**src/rtl/usbdev_pkg.sv**
```systemverilog
// Shared types and constants for the usbdev remote-wakeup transmitter.
package usbdev_pkg;

  // Wake FSM encoding; also the value exposed for CSR readback.
  typedef enum logic [1:0] {
    WakeIdle     = 2'd0,
    WakeWaitIdle = 2'd1,
    WakeDrive    = 2'd2,
    WakeRelease  = 2'd3
  } wake_state_e;

  // Full-speed line patterns as {dp, dn}.
  localparam logic [1:0] USB_K = 2'b01;
  localparam logic [1:0] USB_J = 2'b10;

  // Legal K drive duration, in us.
  localparam int unsigned DRIVE_US_MIN = 1000;
  localparam int unsigned DRIVE_US_MAX = 15000;

endpackage

```
**src/rtl/usbdev_us_timer.sv**
```systemverilog
// Saturating microsecond counter with synchronous clear and a reached flag.
module usbdev_us_timer #(
  parameter int unsigned Width     = 14,
  // When set, reached reflects the count after this cycle's tick.
  parameter bit          Lookahead = 1'b0
) (
  input  logic             clk,
  input  logic             rst,
  input  logic             clear,
  input  logic             en,
  input  logic             tick,
  input  logic [Width-1:0] limit,
  output logic             reached
);

  logic [Width-1:0] cnt_q, cnt_d;

  // Next count: clear wins over tick; hold once the limit is reached.
  always_comb begin
    cnt_d = cnt_q;
    if (clear) begin
      cnt_d = '0;
    end else if (en && tick && (cnt_q < limit)) begin
      cnt_d = cnt_q + 1'b1;
    end
  end

  // Count register.
  always_ff @(posedge clk) begin
    if (rst) begin
      cnt_q <= '0;
    end else begin
      cnt_q <= cnt_d;
    end
  end

  assign reached = Lookahead ? (cnt_d == limit) : (cnt_q == limit);

endmodule

```
**src/rtl/usbdev_wake_tx.sv**
```systemverilog
// Remote-wakeup resume generator: waits for enough suspend idle time,
// drives K for a fixed duration, then releases the bus.
module usbdev_wake_tx
  import usbdev_pkg::*;
#(
  parameter int unsigned MinIdleUs = 5000,
  parameter int unsigned DriveUs   = 2000,
  parameter int unsigned TimerW    = 14
) (
  input  logic       clk_48mhz_i,
  input  logic       rst_i,
  input  logic       us_tick_i,
  input  logic       wake_req_i,
  input  logic       link_suspend_i,
  input  logic       link_disconnect_i,
  input  logic       line_j_i,
  output logic       wake_oe_o,
  output logic       wake_dp_o,
  output logic       wake_dn_o,
  output logic       wake_busy_o,
  output logic       wake_done_o,
  output logic       wake_abort_o,
  output logic [1:0] wake_state_o
);

  localparam logic [1:0] StIdle     = WakeIdle;
  localparam logic [1:0] StWaitIdle = WakeWaitIdle;
  localparam logic [1:0] StDrive    = WakeDrive;
  localparam logic [1:0] StRelease  = WakeRelease;

  if (DriveUs < DRIVE_US_MIN || DriveUs > DRIVE_US_MAX) begin : gen_drive_range_err
    $error("usbdev_wake_tx: DriveUs out of legal range");
  end
  if ((1 << TimerW) <= MinIdleUs || (1 << TimerW) <= DriveUs) begin : gen_timer_w_err
    $error("usbdev_wake_tx: TimerW too narrow for MinIdleUs/DriveUs");
  end

  logic [1:0] state_q, state_d;
  logic       abort_q, abort_d;
  logic       idle_clear, idle_reached;
  logic       drive_active, drive_reached;

  // Idle time only accrues while suspended, line at J and we are not driving.
  assign idle_clear   = !(link_suspend_i && line_j_i && !wake_oe_o);
  assign drive_active = (state_q == StDrive);

  usbdev_us_timer #(
    .Width     (TimerW),
    .Lookahead (1'b0)
  ) u_idle_timer (
    .clk     (clk_48mhz_i),
    .rst     (rst_i),
    .clear   (idle_clear),
    .en      (1'b1),
    .tick    (us_tick_i),
    .limit   (TimerW'(MinIdleUs)),
    .reached (idle_reached)
  );

  // Held clear outside Drive, so the tick on the entry edge is not counted.
  // Lookahead lets the bus release right after the final counted tick.
  usbdev_us_timer #(
    .Width     (TimerW),
    .Lookahead (1'b1)
  ) u_drive_timer (
    .clk     (clk_48mhz_i),
    .rst     (rst_i),
    .clear   (!drive_active),
    .en      (drive_active),
    .tick    (us_tick_i),
    .limit   (TimerW'(DriveUs)),
    .reached (drive_reached)
  );

  // Next-state and abort pulse decode.
  always_comb begin
    state_d = state_q;
    abort_d = 1'b0;
    case (state_q)
      StIdle: begin
        if (wake_req_i) begin
          if (link_suspend_i && !link_disconnect_i) begin
            state_d = StWaitIdle;
          end else begin
            abort_d = 1'b1;
          end
        end
      end
      StWaitIdle: begin
        if (link_disconnect_i || !link_suspend_i) begin
          state_d = StIdle;
          abort_d = 1'b1;
        end else if (idle_reached) begin
          state_d = StDrive;
        end
      end
      StDrive: begin
        // Suspend and line state are our own K echo here, so only disconnect matters.
        if (link_disconnect_i) begin
          state_d = StIdle;
          abort_d = 1'b1;
        end else if (drive_reached) begin
          state_d = StRelease;
        end
      end
      StRelease: state_d = StIdle;
      default:   state_d = StIdle;
    endcase
  end

  // FSM and abort pulse registers.
  always_ff @(posedge clk_48mhz_i) begin
    if (rst_i) begin
      state_q <= StIdle;
      abort_q <= 1'b0;
    end else begin
      state_q <= state_d;
      abort_q <= abort_d;
    end
  end

  assign wake_oe_o                = (state_q == StDrive);
  assign {wake_dp_o, wake_dn_o}   = wake_oe_o ? USB_K : USB_J;
  assign wake_busy_o              = (state_q != StIdle);
  assign wake_done_o              = (state_q == StRelease);
  assign wake_abort_o             = abort_q;
  assign wake_state_o             = state_q;

  a_oe_in_drive : assert property (@(posedge clk_48mhz_i) disable iff (rst_i)
    wake_oe_o |-> (wake_state_o == StDrive));
  a_done_abort_excl : assert property (@(posedge clk_48mhz_i) disable iff (rst_i)
    !(wake_done_o && wake_abort_o));

endmodule

```
**config.mk**
```make
export PLATFORM = sky130hd
export DESIGN_NAME = usbdev_wake_tx
export DESIGN_NICKNAME = d
export VERILOG_FILES = /design/src/rtl/usbdev_pkg.sv /design/src/rtl/usbdev_us_timer.sv /design/src/rtl/usbdev_wake_tx.sv
export SDC_FILE = /design/constraint.sdc
export NUM_CORES = 1
export LEC_CHECK = 0
export BUFFER_PORTS_ARGS = -buffer_cell sky130_fd_sc_hd__buf_2
export CORE_MARGIN = 4
export CORE_UTILIZATION = 45
export DETAILED_ROUTE_END_ITERATION = 12
export PLACE_DENSITY_LB_ADDON = 0.2
export RECOVER_POWER = 25
export SYNTH_ARGS = -nofsm -noshare
export SYNTH_HDL_FRONTEND = slang
export SYNTH_SLANG_ARGS = --single-unit
```
**constraint.sdc**
```tcl
create_clock -name clk_48mhz_i -period 2.8 [get_ports clk_48mhz_i]
set_clock_uncertainty 0.2 [all_clocks]
set_input_delay 0.56 -clock clk_48mhz_i [delete_from_list [all_inputs] [get_ports clk_48mhz_i]]
set_output_delay 0.56 -clock clk_48mhz_i [all_outputs]
set_load 0.01 [all_outputs]
```
## Word-level counts from Yosys, hierarchy flattened

Cells that the tools add are included.

- Register bits after elaboration: 31
- Input bits: 7

- $add $sub $neg: 2
- $lt $le $gt $ge: 2
- Equality and inequality tests: 9
- Muxes and demuxes: 15
- Bitwise operators: 1
- Reductions and logical operators: 14

Operators by type and width:

| kind | number |
|---|---|
| adder 14 x 1 -> 14 bit (second input constant) | 2 |
| two-way mux 14 bit | 2 |
| == test 14 x 11 -> 1 bit (second input constant) | 1 |
| == test 14 x 13 -> 1 bit (second input constant) | 1 |
| < comparator 14 x 11 -> 1 bit (second input constant) | 1 |
| < comparator 14 x 13 -> 1 bit (second input constant) | 1 |
| two-way mux 2 bit | 7 |
| case mux 2 bit (4 select lines) | 1 |
| logical AND 1 bit | 6 |
| == test 2 bit (second input constant) | 2 |
| two-way mux 1 bit | 4 |
| != test 2 bit (second input constant) | 2 |
| AND reduction 4 bit | 1 |
| zero test 1 bit | 3 |
| != test 3 x 2 -> 1 bit (second input constant) | 1 |
| != test 3 bit (second input constant) | 1 |
| case mux 1 bit (3 select lines) | 1 |
| == test 2 x 1 -> 1 bit (second input constant) | 1 |
| zero test 2 bit | 1 |
| nonzero test 2 bit | 1 |
| OR reduction 2 bit | 1 |
| logical OR 1 bit | 1 |
| inverter 1 bit | 1 |

## Depth between registers and ports, before layout

Gate-level depths: netlist of run 1.

- Depth after elaboration: 9
- Mapped depth: 7
- Mapped depth without buffers: 7

## Modules after synthesis

A second synthesis of run 1 with hierarchy kept.

- Cell total of the unflattened synthesis: 317
- Area total of the unflattened synthesis: 2501.1 sq um

Modules (own cells, without submodules):

| module | times used | cells an instance | area an instance (sq um) | seq. area each (sq um) |
|---|---|---|---|---|
| usbdev_us_timer at u_drive_timer | 1 | 166 | 1300.0 | 280.3 |
| usbdev_us_timer at u_idle_timer | 1 | 128 | 1008.5 | 280.3 |
| usbdev_wake_tx | 1 | 23 | 192.7 | 60.1 |

## Least setup slack after synthesis of run 1

No wires, ideal clock.

- Path kind: register to register
- Start: register u_idle_timer.cnt_q[3]
- End: register u_idle_timer.cnt_q[10]
- Arrival: 1.730 ns
- Data required time: 2.529 ns
- Path slack: 0.799 ns
- Stages on the path, launching flop included: 8
- Period minus slack after synthesis: 2.001 ns
- Cells stage by stage: dfxtp_1 -> buf_6 -> nor4_4 -> o21ai_2 -> a21o_1 -> buf_6 -> or4_1 -> a21oi_1

- Longest elaborated chain between the ends: 2

RTL lines:

| element | RTL line | text |
|---|---|---|
| start, declared | usbdev_us_timer.sv:16 | `logic [Width-1:0] cnt_q, cnt_d;` |
| start signal, assigned | usbdev_us_timer.sv:33 | `cnt_q <= cnt_d;` |
| < comparator 14 x 13 -> 1 bit | usbdev_us_timer.sv:23 | `end else if (en && tick && (cnt_q < limit)) begin` |
| logical AND 1 bit | usbdev_us_timer.sv:23 |  |

Parallel ways exist; a longest one is shown, timed or not.
A chain may end at the register's enable or synchronous reset.

## Final worst setup path of run 1

- Start: register state_q[1], in the netlist wake_state_o[1]
- End: output port wake_dp_o

- Longest elaborated chain between the ends: 2

RTL lines:

| element | RTL line | text |
|---|---|---|
| start, declared | usbdev_wake_tx.sv:38 | `logic [1:0] state_q, state_d;` |
| start signal, assigned | usbdev_wake_tx.sv:114 | `state_q <= StIdle;` |
| start signal, assigned | usbdev_wake_tx.sv:117 | `state_q <= state_d;` |
| == test 2 bit | usbdev_wake_tx.sv:122 | `assign wake_oe_o = (state_q == StDrive);` |
| two-way mux 2 bit | usbdev_wake_tx.sv:123 | `assign {wake_dp_o, wake_dn_o} = wake_oe_o ? USB_K : USB_J;` |
| end, declared | usbdev_wake_tx.sv:18 | `output logic wake_dp_o,` |

Every way passes these cells.

==> flow_metrics.env, run 1 <==
export IMPL_fp_dieW_um=69.9
export IMPL_end_kind="output pin"
export IMPL_dpl_hpwl_um=2730
export IMPL_crit_type="reg -> out"
export IMPL_placedInstanceArea_mm2=0.00181
export IMPL_crit_family="buffers and inverters"
export IMPL_fillers=379
export IMPL_cts_root_buf="clkbuf_8"
export IMPL_start_util_pct=46.8
export IMPL_setup_tns_ns=0
export IMPL_setup_violations=0
export IMPL_fin_ws_ns=0.486
export IMPL_grt_pass1_vias=1447
export IMPL_io_buffers=14
export IMPL_worstPathRequired_ns=2.04
export IMPL_clock_latency_ns=0.28
export IMPL_cpMaxStageDelayCell="dfxtp_1"
export IMPL_fp_dieH_um=69.9
export IMPL_hold_violations=0
export IMPL_antenna_found_initial=0
export IMPL_synth_distinct_cells=51
export IMPL_power_density_mw_per_mm2=487
export IMPL_htree_num_levels=2
export IMPL_drc=0
export IMPL_critPathMaxFanout=12
export IMPL_synth_edf_count=0
export IMPL_syn_nets=215
export IMPL_layout_cells_non_filler=267
export IMPL_synth_area_mm2=0.00173
export IMPL_grt_first_pass_wirelength_um=6380
export IMPL_core_mm2=0.00369
export IMPL_synth_seq_cells=31
export IMPL_dieArea_mm2=0.00489
export IMPL_dominantRegCellSynth="dfxtp_1"
export IMPL_grt_setup_unrepaired="no"
export IMPL_synth_avg_cell_area_um2=8.42
export IMPL_cts_buffers=5
export IMPL_cp_num_buf_inv=3
export IMPL_cts_resized=0
export IMPL_p_leak_nw=0.632
export IMPL_worstPathCellList="nor2b_1 -> buf_4 -> clkinv_1 -> buf_2"
export IMPL_yosys_warnings=0
export IMPL_ant_nets=0
export IMPL_timing_final_crit_share_pct=82.6
export IMPL_grt_max_degree=15
export IMPL_drt_iter0_drc=91
export IMPL_ys_seq_area_share_pct=36.0
export IMPL_critPathLaunchType="flop"
export IMPL_place_inst=259
export IMPL_outcome="finished clean"
export IMPL_critPathMaxStageDelay_ns=0.44
export IMPL_slew_viol_final=0
export IMPL_drive_gt1_share_pct=11.0
export IMPL_hold_path_class="reg -> reg"
export IMPL_vias=1538
export IMPL_crit_arrival_ns=1.55
export IMPL_clock_sinks=31
export IMPL_drt_wl_total_um=3720
export IMPL_fin_area_mm2=0.00192
export IMPL_routed_via_density=5.76
export IMPL_clockBufferDepth=2
export IMPL_routedWlPerCell_um=13.9
export IMPL_vdd_drop_max_v=0.000247
export IMPL_io_pins=15
export IMPL_antenna_cells=0
export IMPL_total_power_mw=0.934
export IMPL_synthCells=205
export IMPL_clkTransAtPathRegs_ns=0.07
export IMPL_utilization_pct=52.0
export IMPL_track_usage_pct=16.1
export IMPL_holdWs_ns=0.254
export IMPL_rows=22
export IMPL_fin_crit_ns=2.31
export IMPL_maxCapViolCount=0
export IMPL_fin_nets=228
export IMPL_first_pass_iters=4
export IMPL_place_congestion=0.847
export IMPL_relSlewSlack_pct=57.1
export IMPL_dp_slack_ns=0.526
export IMPL_hold_buffers=0
export IMPL_post_cts_buffers=0
export IMPL_synthToLayoutAreaGrowth_pct=11.2
export IMPL_overflow=0
export IMPL_fmax_mhz=432
export IMPL_cts_tree="done"
export IMPL_async_flop_share_pct=0
export IMPL_tightest_slew_ns=0.640
registers in the layout, indices dropped and copies added (netlist names):
| register | cells |
|---|---|
| u_idle_timer.cnt_q | 14 |
| wake_state_o | 2 |
| u_drive_timer.cnt_q | 14 |
| wake_abort_o | 1 |
worst register-to-register path: cells and delay by family (launching register included):
kind	cells	cell delay (ns)
flops	1	0.32
simple gates	2	0.64
compound gates	3	0.96
report_power, final:
part	switching [mW]	internal (mW)
clock	0.171	0.288
combinational	0.0189	0.0118
sequential	0.00182	0.443
total	0.192	0.742
area by class of cell:
type | count | area (µm²) | area share [%]
clock inverter | 2 | 35.0 | 1.83
inverter | 12 | 45.0 | 2.35
sequential | 31 | 621 | 32.4
clock buffer | 6 | 82.6 | 4.31
timing repair buffer | 16 | 80.1 | 4.17
multi-input combinational | 152 | 995 | 51.9
tap | 48 | 60.1 | 3.13
cell families after synthesis:
| group | synth area share (%) |
|---|---|
| multiplexers | 1.16 |
| AO/OA/AOI/OAI | 18.9 |
| XOR/XNOR | 7.11 |
| flip-flops | 36.0 |
| adder cells (fa/ha/maj) | 2.18 |
| AND/OR/NAND/NOR | 28.7 |
| buffers and inverters | 6.02 |
cells in the final DEF, fill, tap and decap left out, drive strengths merged, types with 2 or more instances in the layout:
cell and n:
clkbuf 10, o21ai 8, dfxtp 31, a21o 2
nand3 5, o31ai 4, ha 3, nor3 2
or4 5, o2111ai 2, nand2b 3, and4 5
buf 12, nand2 10, and2 7, clkinv 2
nor2b 2, inv 11, a21oi 12, xor2 4
xnor2 10, a31oi 4, mux2i 2, a211oi 4
nor4 2, o41ai 2, or3 5, nand4 9
nor2 23
metal layers:
| metal | vias to the layer above | wire [µm] | global-route usage [%] | part of all wire, % |
|---|---|---|---|---|
| li1 | 777 | - | - | - |
| met1 | 725 | 1620 | 17.4 | 43 |
| met2 | 27 | 1920 | 29.2 | 52 |
| met3 | 9 | 108 | 4.03 | 2.9 |
| met4 | 0 | 68 | 7.02 | 1.8 |
| met5 | - | 0 | 0 | 0 |
cells in the mapped netlist, types with 5 or more instances:
| library cell | n | share of area [%] |
|---|---|---|
| a21oi_1 | 12 | 3.5 |
| and2_1 | 7 | 2.5 |
| and4_1 | 5 | 2.5 |
| clkbuf_1 | 5 | 1.1 |
| dfxtp_1 | 31 | 36 |
| inv_1 | 11 | 2.4 |
| nand2_1 | 10 | 2.2 |
| nand3_1 | 5 | 1.5 |
| nand4_1 | 9 | 3.3 |
| nor2_1 | 23 | 5.0 |
| o21ai_0 | 5 | 1.5 |
| or3_1 | 5 | 1.8 |
| or4_1 | 5 | 2.2 |
| xnor2_1 | 10 | 5.1 |
path summary, 6_finish.rpt:
path | start | endpoint | slack, ns | cells past startpoint
worst max-delay path | wake_state_o[1] | wake_dp_o | 0.49 | 4
worst min-delay path | u_idle_timer.cnt_q[13] | u_idle_timer.cnt_q[13] | 0.25 | 2
worst max register to register | u_drive_timer.cnt_q[13] | wake_state_o[0] | 0.59 | 5
worst min register to register | u_idle_timer.cnt_q[13] | u_idle_timer.cnt_q[13] | 0.25 | 2
No activity file was read; power rests on OpenSTA's default activity.
==> run 2: changes to the inputs <==
clock period = 2.2 ns   (was 2.8 ns; I/O delays follow)
==> run 2 against run 1 <==
Cell area is 3.6% higher. Cell count is 2.2% higher. Die area stayed put. Routed wire length is 3.8% higher. Combinational power is 35% higher. Via count is 1.8% higher. Clock power is 29% higher. Sequential power is 27% higher. Count of clock-buffer cells in the layout stayed put. Worst setup slack worse by 0.34 ns.
==> flow_metrics.env, run 2 (synthesis gave the netlist of run 1 again) <==
export IMPL_outcome="finished clean"
export IMPL_regToRegEndpoint="u_idle_timer.cnt_q[6]"
export IMPL_crit_type="reg -> reg"
export IMPL_power_density_mw_per_mm2=604
export IMPL_cts_tree="done"
export IMPL_cts_buffers=5
export IMPL_fp_dieH_um=69.9
export IMPL_antenna_cells=0
export IMPL_drc=0
export IMPL_fp_dieW_um=69.9
export IMPL_final_common_cell="dfxtp_1"
export IMPL_holdWs_ns=0.177
export IMPL_clockBufferDepth=2
export IMPL_r2r_cells=5
export IMPL_fmax_mhz=488
export IMPL_clock_sinks=31
export IMPL_clock_latency_ns=0.29
export IMPL_start_util_pct=46.8
export IMPL_worstPathRequired_ns=2.21
export IMPL_post_cts_buffers=0
export IMPL_drive_gt1_share_pct=15.6
export IMPL_hold_path_class="in -> reg"
export IMPL_dp_slack_ns=0.0810
export IMPL_place_congestion=0.875
export IMPL_grt_pass1_vias=1533
export IMPL_cts_root_buf="clkbuf_8"
export IMPL_grt_max_degree=15
export IMPL_cpMaxStageDelayCell="or4_1"
export IMPL_p_leak_nw=0.665
export IMPL_worstPathCellList="nor4_4 -> o21ai_2 -> a21o_2 -> or4_1 -> a21oi_1"
export IMPL_maxCapViolCount=0
export IMPL_timing_final_crit_share_pct=93.2
export IMPL_synthToLayoutAreaGrowth_pct=15.2
export IMPL_crit_start="u_idle_timer.cnt_q[4]"
export IMPL_routedWlPerCell_um=14.1
export IMPL_drt_iter0_drc=115
export IMPL_first_pass_iters=4
export IMPL_track_usage_pct=16.6
export IMPL_rows=22
export IMPL_mostFrequentLayoutCells="dfxtp_1 (31), nor2_1 (23), a21oi_1 (12)"
export IMPL_clkTransAtPathRegs_ns=0.07
export IMPL_critPathMaxFanout=12
export IMPL_vias=1565
export IMPL_dpl_hpwl_um=2880
export IMPL_hold_violations=0
export IMPL_timing_rr_start="u_idle_timer.cnt_q[4]"
export IMPL_vdd_drop_max_v=0.000354
export IMPL_ant_nets=0
export IMPL_routed_via_density=5.73
export IMPL_antenna_found_initial=0
export IMPL_core_mm2=0.00369
export IMPL_slew_viol_final=0
export IMPL_io_buffers=14
export IMPL_crit_family="simple AND/OR/NAND/NOR gates"
export IMPL_grt_setup_unrepaired="no"
export IMPL_drt_wl_total_um=3860
export IMPL_setup_violations=0
export IMPL_hold_path_startpoint="link_disconnect_i"
export IMPL_critPathLaunchType="flop"
export IMPL_overflow=0
export IMPL_fin_ws_ns=0.150
export IMPL_whs_path_depth=2
export IMPL_critPathMaxStageDelay_ns=0.53
export IMPL_fin_nets=234
export IMPL_grt_first_pass_wirelength_um=6620
export IMPL_crit_arrival_ns=2.06
export IMPL_dieArea_mm2=0.00489
export IMPL_tightest_slew_ns=0.601
export IMPL_cts_resized=0
export IMPL_cp_num_buf_inv=0
export IMPL_fin_crit_ns=2.05
export IMPL_setup_tns_ns=0
export IMPL_end_kind="flop"
export IMPL_hold_buffers=0
export IMPL_io_pins=15
export IMPL_htree_num_levels=2
export IMPL_relSlewSlack_pct=59.7
export IMPL_r2r_slack_ns=0.15
export IMPL_worstHoldEndpoint="wake_state_o[1]"
==> run 2: changes by cell type in the layout (fill, tap and decap cells not counted), sizes merged <==
cell and change:
buf +7, clkbuf -1, clkinv -1, inv +1
==> run 2: area by class of cell <==
class / instances / area (µm²)
fill: 363 / 1700
multi-input combinational: 152 / 1020
sequential: 31 / 621
timing repair buffer: 22 / 126
clock buffer: 6 / 82.6
tap: 48 / 60.1
inverter: 12 / 45.0
clock inverter: 2 / 35.0
==> run 2: through the flow <==
stage          utilization (%)  std cells  area, µm²  power, mW
2_1_floorplan                -        205       1730      0.604
3_3_place_gp              50.3        265       1860      0.618
3_5_place_dp              50.3        265       1860      0.620
4_1_cts                   53.5        273       1970       1.21
5_1_grt                   53.9        273       1990       1.24
6_report                  53.9        273       1990       1.20
==> run 2: report_power, final <==
group,switching [mW],leakage (nW),internal [mW],total (mW)
sequential,0.00228,0.250,0.563,0.565
clock,0.226,0.0612,0.366,0.592
combinational,0.0247,0.354,0.0170,0.0417
==> run 2: worst max-delay path by stage <==
stage                              to  slack, ns  cells past startpoint
4_1_cts               wake_state_o[0]       0.05                      7
3_3_place_gp          wake_state_o[0]       0.09                      7
2_1_floorplan  u_idle_timer.cnt_q[10]       0.20                      7
6_report        u_idle_timer.cnt_q[6]       0.15                      5
5_1_grt        u_idle_timer.cnt_q[10]       0.03                      5
3_5_place_dp          wake_state_o[0]       0.08                      7
==> run 2: worst register-to-register path, cell delays in order (launching register included) <==
cell and delay (ns):
dfxtp_1 0.38, nor4_4 0.29, o21ai_2 0.13, a21o_2 0.30, or4_1 0.53, a21oi_1 0.15
==> run 2: per-layer routing <==
metal | global-route usage (%) | part of all wire, % | up-vias
li1 | - | - | 795
met1 | 17.7 | 44 | 731
met2 | 29.7 | 50 | 27
met3 | 4.46 | 2.7 | 12
met4 | 8.94 | 3.0 | 0
met5 | 0 | 0 | -
